## config.mk

```make
export PLATFORM = sky130hd
export DESIGN_NAME = ika2151_reg_sched
export DESIGN_NICKNAME = d
export VERILOG_FILES = /design/src/rtl/ika2151_reg_sched.sv
export SDC_FILE = /design/constraint.sdc
export NUM_CORES = 1
export LEC_CHECK = 0
export CORE_ASPECT_RATIO = 1.2
export CORE_UTILIZATION = 40
export CTS_CLUSTER_DIAMETER = 150
export DETAILED_ROUTE_END_ITERATION = 10
export GPL_TIMING_DRIVEN = 0
export PLACE_DENSITY_LB_ADDON = 0.12
export SKIP_CTS_REPAIR_TIMING = 1
export SYNTH_ARGS = -nofsm -noshare
export SYNTH_HDL_FRONTEND = slang
export SYNTH_SLANG_ARGS = --single-unit
```

## constraint.sdc

```tcl
create_clock -name i_EMUCLK -period 1.95 [get_ports i_EMUCLK]
set_input_delay 0.39 -clock i_EMUCLK [delete_from_list [all_inputs] [get_ports i_EMUCLK]]
set_output_delay 0.39 -clock i_EMUCLK [all_outputs]
set_load 0.02 [all_outputs]
```

## src/rtl/ika2151_reg_sched.sv

```systemverilog
// Register-write scheduler: captures CPU address/data strobes, issues global writes
// on the next phi1 cycle and slot writes when the 32-slot pipeline reaches the target.
module ika2151_reg_sched #(
  parameter int BUSY_CYCLES = 64
) (
  input  logic       i_EMUCLK,
  input  logic       i_RST,
  input  logic       i_phi1_NCEN_n,
  input  logic       i_CYCLE_01,
  input  logic       i_ADDR_WR,
  input  logic       i_DATA_WR,
  input  logic [7:0] i_DIN,
  output logic       o_BUSY,
  output logic       o_REG_WE,
  output logic       o_OP_WE,
  output logic [7:0] o_REG_ADDR,
  output logic [7:0] o_REG_DATA,
  output logic [4:0] o_OP_SLOT,
  output logic       o_WR_DROP
);

  typedef enum logic [1:0] {
    ST_IDLE,
    ST_WAIT,
    ST_HOLD
  } state_t;

  localparam logic [7:0] BUSY_LOAD = 8'(BUSY_CYCLES - 1);

  state_t     r_state;
  state_t     w_state_nxt;

  logic       r_addr_pend;
  logic       r_data_pend;
  logic [7:0] r_addr_buf;
  logic [7:0] r_data_buf;
  logic [7:0] r_cur_addr;
  logic [7:0] r_wr_addr;
  logic [7:0] r_wr_data;
  logic [7:0] r_busy_cnt;
  logic [4:0] r_slot;
  logic [4:0] r_op_slot;
  logic       r_busy;
  logic       r_reg_we;
  logic       r_op_we;
  logic       r_wr_drop;

  logic       w_en;
  logic [7:0] w_eff_addr;
  logic       w_accept;
  logic       w_is_global;
  logic [4:0] w_target;
  logic       w_slot_hit;
  logic       w_busy_zero;

  logic       w_busy_nxt;
  logic [7:0] w_busy_cnt_nxt;
  logic       w_reg_we_nxt;
  logic       w_op_we_nxt;
  logic       w_wr_drop_nxt;

  assign w_en        = ~i_phi1_NCEN_n;
  // An address captured in the same phi1 cycle takes effect before the data write.
  assign w_eff_addr  = r_addr_pend ? r_addr_buf : r_cur_addr;
  assign w_accept    = w_en & r_data_pend & ~r_busy;
  assign w_is_global = (w_eff_addr < 8'h20);
  assign w_target    = (r_wr_addr < 8'h40) ? {2'b00, r_wr_addr[2:0]} : r_wr_addr[4:0];
  assign w_slot_hit  = (r_slot == w_target);
  assign w_busy_zero = (r_busy_cnt == 8'd0);

  // Strobe capture runs on every EMUCLK edge; the slot counter and FSM only on enabled edges.
  always_ff @(posedge i_EMUCLK) begin
    if (i_RST) begin
      r_addr_pend <= 1'b0;
      r_data_pend <= 1'b0;
      r_addr_buf  <= 8'h00;
      r_data_buf  <= 8'h00;
    end else begin
      if (w_en) begin
        r_addr_pend <= 1'b0;
        r_data_pend <= 1'b0;
      end
      // NOTE: the later non-blocking assignment wins, so a strobe landing on an
      // enabled edge re-arms its pend flag instead of being lost to the clear above.
      if (i_ADDR_WR) begin
        r_addr_pend <= 1'b1;
        r_addr_buf  <= i_DIN;
      end
      if (i_DATA_WR) begin
        r_data_pend <= 1'b1;
        r_data_buf  <= i_DIN;
      end
    end
  end

  // State register and registered outputs.
  always_ff @(posedge i_EMUCLK) begin
    if (i_RST) begin
      r_state    <= ST_IDLE;
      r_slot     <= 5'd0;
      r_cur_addr <= 8'h00;
      r_wr_addr  <= 8'h00;
      r_wr_data  <= 8'h00;
      r_busy_cnt <= 8'd0;
      r_busy     <= 1'b0;
      r_reg_we   <= 1'b0;
      r_op_we    <= 1'b0;
      r_op_slot  <= 5'd0;
      r_wr_drop  <= 1'b0;
    end else begin
      r_state    <= w_state_nxt;
      r_busy     <= w_busy_nxt;
      r_busy_cnt <= w_busy_cnt_nxt;
      r_reg_we   <= w_reg_we_nxt;
      r_op_we    <= w_op_we_nxt;
      r_wr_drop  <= w_wr_drop_nxt;
      if (w_en) begin
        r_slot <= i_CYCLE_01 ? 5'd1 : r_slot + 5'd1;
        if (r_addr_pend) r_cur_addr <= r_addr_buf;
      end
      if (w_accept) begin
        r_wr_addr <= w_eff_addr;
        r_wr_data <= r_data_buf;
      end
      if (w_op_we_nxt) r_op_slot <= w_target;
    end
  end

  always_comb begin
    w_state_nxt = r_state;
    if (w_en) begin
      case (r_state)
        ST_IDLE: if (w_accept) w_state_nxt = w_is_global ? ST_HOLD : ST_WAIT;
        ST_WAIT: begin
          if (w_slot_hit)       w_state_nxt = ST_HOLD;
          else if (w_busy_zero) w_state_nxt = ST_IDLE;
        end
        ST_HOLD: if (w_busy_zero) w_state_nxt = ST_IDLE;
        default: w_state_nxt = ST_IDLE;
      endcase
    end
  end

  // NOTE: every output of this block gets a default first, so no path infers a latch.
  always_comb begin
    w_busy_nxt     = r_busy;
    w_busy_cnt_nxt = r_busy_cnt;
    w_reg_we_nxt   = r_reg_we;
    w_op_we_nxt    = r_op_we;
    w_wr_drop_nxt  = r_wr_drop;
    if (w_en) begin
      w_reg_we_nxt  = 1'b0;
      w_op_we_nxt   = 1'b0;
      w_wr_drop_nxt = r_data_pend & r_busy;
      case (r_state)
        ST_IDLE: begin
          if (w_accept) begin
            w_busy_nxt     = 1'b1;
            w_busy_cnt_nxt = BUSY_LOAD;
            w_reg_we_nxt   = w_is_global;
          end
        end
        ST_WAIT, ST_HOLD: begin
          w_op_we_nxt = (r_state == ST_WAIT) & w_slot_hit;
          if (w_busy_zero) w_busy_nxt = 1'b0;
          else             w_busy_cnt_nxt = r_busy_cnt - 8'd1;
        end
        default: ;
      endcase
    end
  end

  assign o_BUSY     = r_busy;
  assign o_REG_WE   = r_reg_we;
  assign o_OP_WE    = r_op_we;
  assign o_REG_ADDR = r_wr_addr;
  assign o_REG_DATA = r_wr_data;
  assign o_OP_SLOT  = r_op_slot;
  assign o_WR_DROP  = r_wr_drop;

endmodule

```

## After elaboration in Yosys (flattened, before gate mapping)

Cells that the tools add are included.

| word-level totals | value |
|---|---|
| flip-flop bits (word level) | 66 |
| output and inout bits | 25 |

| operators by class | value |
|---|---|
| add/sub/neg operators | 2 |
| magnitude comparators | 2 |
| equality and inequality tests | 8 |
| multiplexer cells | 21 |
| bitwise operators | 6 |
| reductions and logical operators | 7 |

Operators with widths:

| cell | number |
|---|---|
| $mux W8 | 3 |
| $pmux W8 S2 | 1 |
| $mux W5 | 2 |
| $mux W1 | 9 |
| $logic_not A8 Y1 | 1 |
| $lt A8 B6 Y1 const B | 1 |
| $lt A8 B7 Y1 const B | 1 |
| $mux W2 | 4 |
| $reduce_and A4 Y1 | 2 |
| $sub A8 B1 Y8 const B | 1 |
| $ne A2 B2 Y1 const B | 3 |
| $pmux W2 S3 | 1 |
| $add A5 B1 Y5 const B | 1 |
| $eq A5 B5 Y1 | 1 |
| $and A1 B1 Y1 | 4 |
| $ne A2 B1 Y1 const B | 2 |
| $eq A2 B1 Y1 const B | 1 |
| $eq A2 B2 Y1 const B | 1 |
| $logic_not A2 Y1 | 1 |
| $not A1 Y1 | 2 |
| $pmux W1 S2 | 1 |
| $reduce_and A2 Y1 | 1 |
| $reduce_bool A2 Y1 | 1 |
| $reduce_or A2 Y1 | 1 |

## Logic depth before layout (Yosys ltp)

| depth | value |
|---|---|
| depth after elaboration | 6 |
| mapped depth | 8 |

## Least setup slack after synthesis

OpenSTA, ideal clock, no wires.

| timing | value |
|---|---|
| kind | register -> register |
| start point | register r_state[0] |
| end point | register r_busy_cnt[7] |
| arrival time | 1832 ps |
| data required time | 1878 ps |
| setup slack | 46 ps |
| stages on the path, launching flop included | 9 |
| path buffers | 1 |
| clock period less this slack | 1904 ps |
| cells stage by stage | dfxtp_1 -> inv_1 -> ha_1 -> buf_4 -> nand2b_1 -> a21oi_2 -> nand2_1 -> or4_1 -> a21oi_1 |

| on the way | value |
|---|---|
| word-level cells in the longest chain between the ends | 4 |

RTL lines:

| item | RTL line | source |
|---|---|---|
| from (decl) | 30 | `state_t r_state;` |
| from (signal assigned) | 111 | `r_state <= w_state_nxt;` |
| $eq A2 B1 Y1 or $eq A2 B2 Y1 (tied branches) | 155 | `case (r_state)` |
| $reduce_or A2 Y1 | 155 |  |
| $ne A2 B2 Y1 (no source line) or $reduce_bool A2 Y1 (tied branches) | n/a |  |
| $reduce_and A4 Y1 (no source line) | n/a |  |
| to (signal assigned) | 113 | `r_busy_cnt <= w_busy_cnt_nxt;` |
| to (decl) | 40 | `logic [7:0] r_busy_cnt;` |

Several ways; a longest one is shown, not always the timed one.
A chain may end at the register's enable or synchronous reset.

## Worst setup path after layout

| timing | value |
|---|---|
| start point | register r_wr_addr[0], in the netlist o_REG_ADDR[0] |
| end point | output port o_REG_ADDR[0] |

RTL lines:

| item | RTL line | source |
|---|---|---|
| from (decl) | 38 | `logic [7:0] r_wr_addr;` |
| from (signal assigned) | 122 | `r_wr_addr <= w_eff_addr;` |
| to (decl) | 16 | `output logic [7:0] o_REG_ADDR,` |

No word-level cell between the ends.

==> results.toml <==
[worst_setup_path]
crit_arrival_ns = 1.51
slowest_delay_ns = 0.59
crit_chain = "buf_4 > clkdlybuf4s50_1"
cp_slowest_cell = "clkdlybuf4s50_1"
crit_path_end_kind = "output pin"
critPathRequiredTime_ns = 1.56
crit_type = "reg -> out"
reg2reg_depth = 7
worstSetupStartpointType = "flop"
path_max_fanout = 4

[cts]
insertion_delay_ns = 0.35
cts_num_sinks = 66
clkTransAtPathRegs_ns = 0.07
clk_path_buf_depth = 2
root_buffer = "clkbuf_8"
cts_tree = "yes"
numCtsBuffers = 9
htree_levels = 3

[sta]
grt_setup_unrepaired = "no"
fin_hold_ws_ns = 0.4557
max_slew_margin_pct = 55.11
worst_pin_slew_ns = 0.6733
fin_crit_ns = 1.897
final_min_period_over_clock_period_pct = 97.30
fin_skew_ns = 0.01126
finalSetupViolCount = 0
finalHoldViolCount = 0
fmax_mhz = 527.1
final_max_slew_viol_count = 0

[status]
status = "completed"

[worst_hold_path]
hold_path_depth = 2
hold_class = "reg -> reg"

[layout]
nFillCells = 670
drive_gt1_share_pct = 13.35
areaGrowthSynthToFinish_pct = 26.40
final_cells = 469
nets = 397
n_antenna_cell = 0
regArea_sq_mm = 0.001329
multi_input_area_sq_mm = 0.001531

[drt]
highest_layer = "met4"
drcViolationCount = 0
drt_iter0_drc = 114
met2WireLength_mm = 3.137
wl_met1_mm = 3.188
firstDrtPassIters = 4
met3_length_um = 210
drt_wl_total_mm = 6.638
via_per_inst = 5.175
via_count = 2427
ant_nets = 0
wl_per_cell_um = 14.15

[global_routing]
overflow = 0
antenna_found_initial = 0
grt_usage_pct = 19.20
grt_max_degree = 12
grt_pass1_wl_mm = 11.04
grt_pass1_vias = 2299

[logic_synthesis]
synthArstFlopShare_pct = 0
synth_cell_types = 50
yosysMostFrequentCell = "dfxtp_1"
synth_top_area_share_pct = 44.90
syn_area_sq_mm = 0.002943
synthCells = 327
ys.warnings.count = 0
synth-main-ff-cell = "dfxtp_1"
avgSynthCellArea_sq_um = 8.999
synth_commonest_cells = "dfxtp_1 (66), nor2_1 (55), mux2i_1 (32)"
ys_ff_latch = 66
synth_edf_count = 0
ys_seq_area_share_pct = 44.90
synth_area_leaders = "dfxtp_1 (45%), mux2i_1 (11%), nor2_1 (7.0%)"
syn-num-nets = 347
yosys.area.top_type = "dfxtp_1"

[floorplan]
design.portCount = 39
num_rows = 33
dieArea_sq_mm = 0.007706
fp.coreArea_sq_mm = 0.006978
die_w_um = 80.30
start_util_pct = 42.17
die_height_um = 95.96

[power_and_ir_drop]
leakagePower_nw = 1.374
irDropWorstVdd_mv = 0.5258
total_power_mw = 3.245
pwr_density_cell_mw_per_mm2 = 872.5

[place]
dp_hpwl_mm = 4.777
place_congestion = 0.8027
dp_cells = 449
io_buffers = 35

[job]
maxCapViolations = 0
[area by class of cell]
| cell class | instances | area share [%] |
|---|---|---|
| Multi-Input combinational cell | 231 | 41.17 |
| Sequential cell | 66 | 35.72 |
| Timing Repair Buffer | 39 | 10.23 |
| Clock buffer | 12 | 4.171 |
| Buffer | 22 | 2.994 |
| Tap cell | 87 | 2.926 |
| Clock inverter | 4 | 1.985 |
| Inverter | 8 | 0.8073 |
[report_power, final]
group	total [mW]	switching [mW]	internal (mW)	leakage [nW]
clock	1.31	0.518	0.790	0.117
combinational	0.469	0.254	0.215	0.717
sequential	1.47	0.0590	1.41	0.540
[through the flow]
step,util [%],instance area (sq um),setup TNS (ns),setup WS [ns]
2_1_floorplan,-,2943,0,0.04590
3_3_place_gp,48.75,3402,-4.935,-0.2271
3_5_place_dp,48.75,3402,-5.302,-0.2211
4_1_cts,52.04,3631,-0.4186,-0.2510
5_1_grt,53.31,3720,0,0.004984
6_report,53.31,3720,0,0.05274
[path summary, 6_finish.rpt]
path | from | to | slack, ns
setup / recovery | o_REG_ADDR[0] | o_REG_ADDR[0] | 0.05
hold / removal | r_data_buf[5] | o_REG_DATA[5] | 0.46
setup reg to reg | r_state[0] | r_busy_cnt[4] | 0.11
hold reg to reg | r_data_buf[5] | o_REG_DATA[5] | 0.46
[worst max-delay path: cells and delay by family (launching register included)]
kind	cells	cell delay [ns]
buffers and inverters	2	0.73
flip-flops	1	0.43
[per-layer routing]
layer	track usage (%)	up-vias
li1	-	1245
met1	23.81	1136
met2	31.77	36
met3	4.455	10
met4	8.333	0
met5	0	-
[state kept, by name (all words and copies together) (netlist names)]
register,flops
o_REG_ADDR,8
o_REG_DATA,8
r_addr_buf,8
r_busy_cnt,8
r_cur_addr,8
r_data_buf,8
o_OP_SLOT,5
r_slot,5
r_state,2
o_BUSY,1
o_OP_WE,1
o_REG_WE,1
o_WR_DROP,1
r_addr_pend,1
r_data_pend,1
[kinds of logic after synthesis]
kind of cell    after synthesis  share of synthesized area (%)
simple gates                124                          20.96
flops                        66                          44.90
compound gates               62                          13.99
fa+ha+maj                     6                          2.551
mux                          32                          10.88
xor+xnor                      7                          2.083
buf+inv                      30                          4.635
[placed cells by master (no fill, tap or decap), types with 7 or more instances in the layout]
cell	count
nand2_1	23
nand3_1	7
dfxtp_1	62
clkbuf_8	11
mux2i_1	32
clkbuf_1	8
nor2_1	55
a211oi_1	10
clkdlybuf4s50_1	35
a21oi_1	20
o21ai_0	9
buf_4	8
inv_1	8
(Power assumes the default switching activity.)
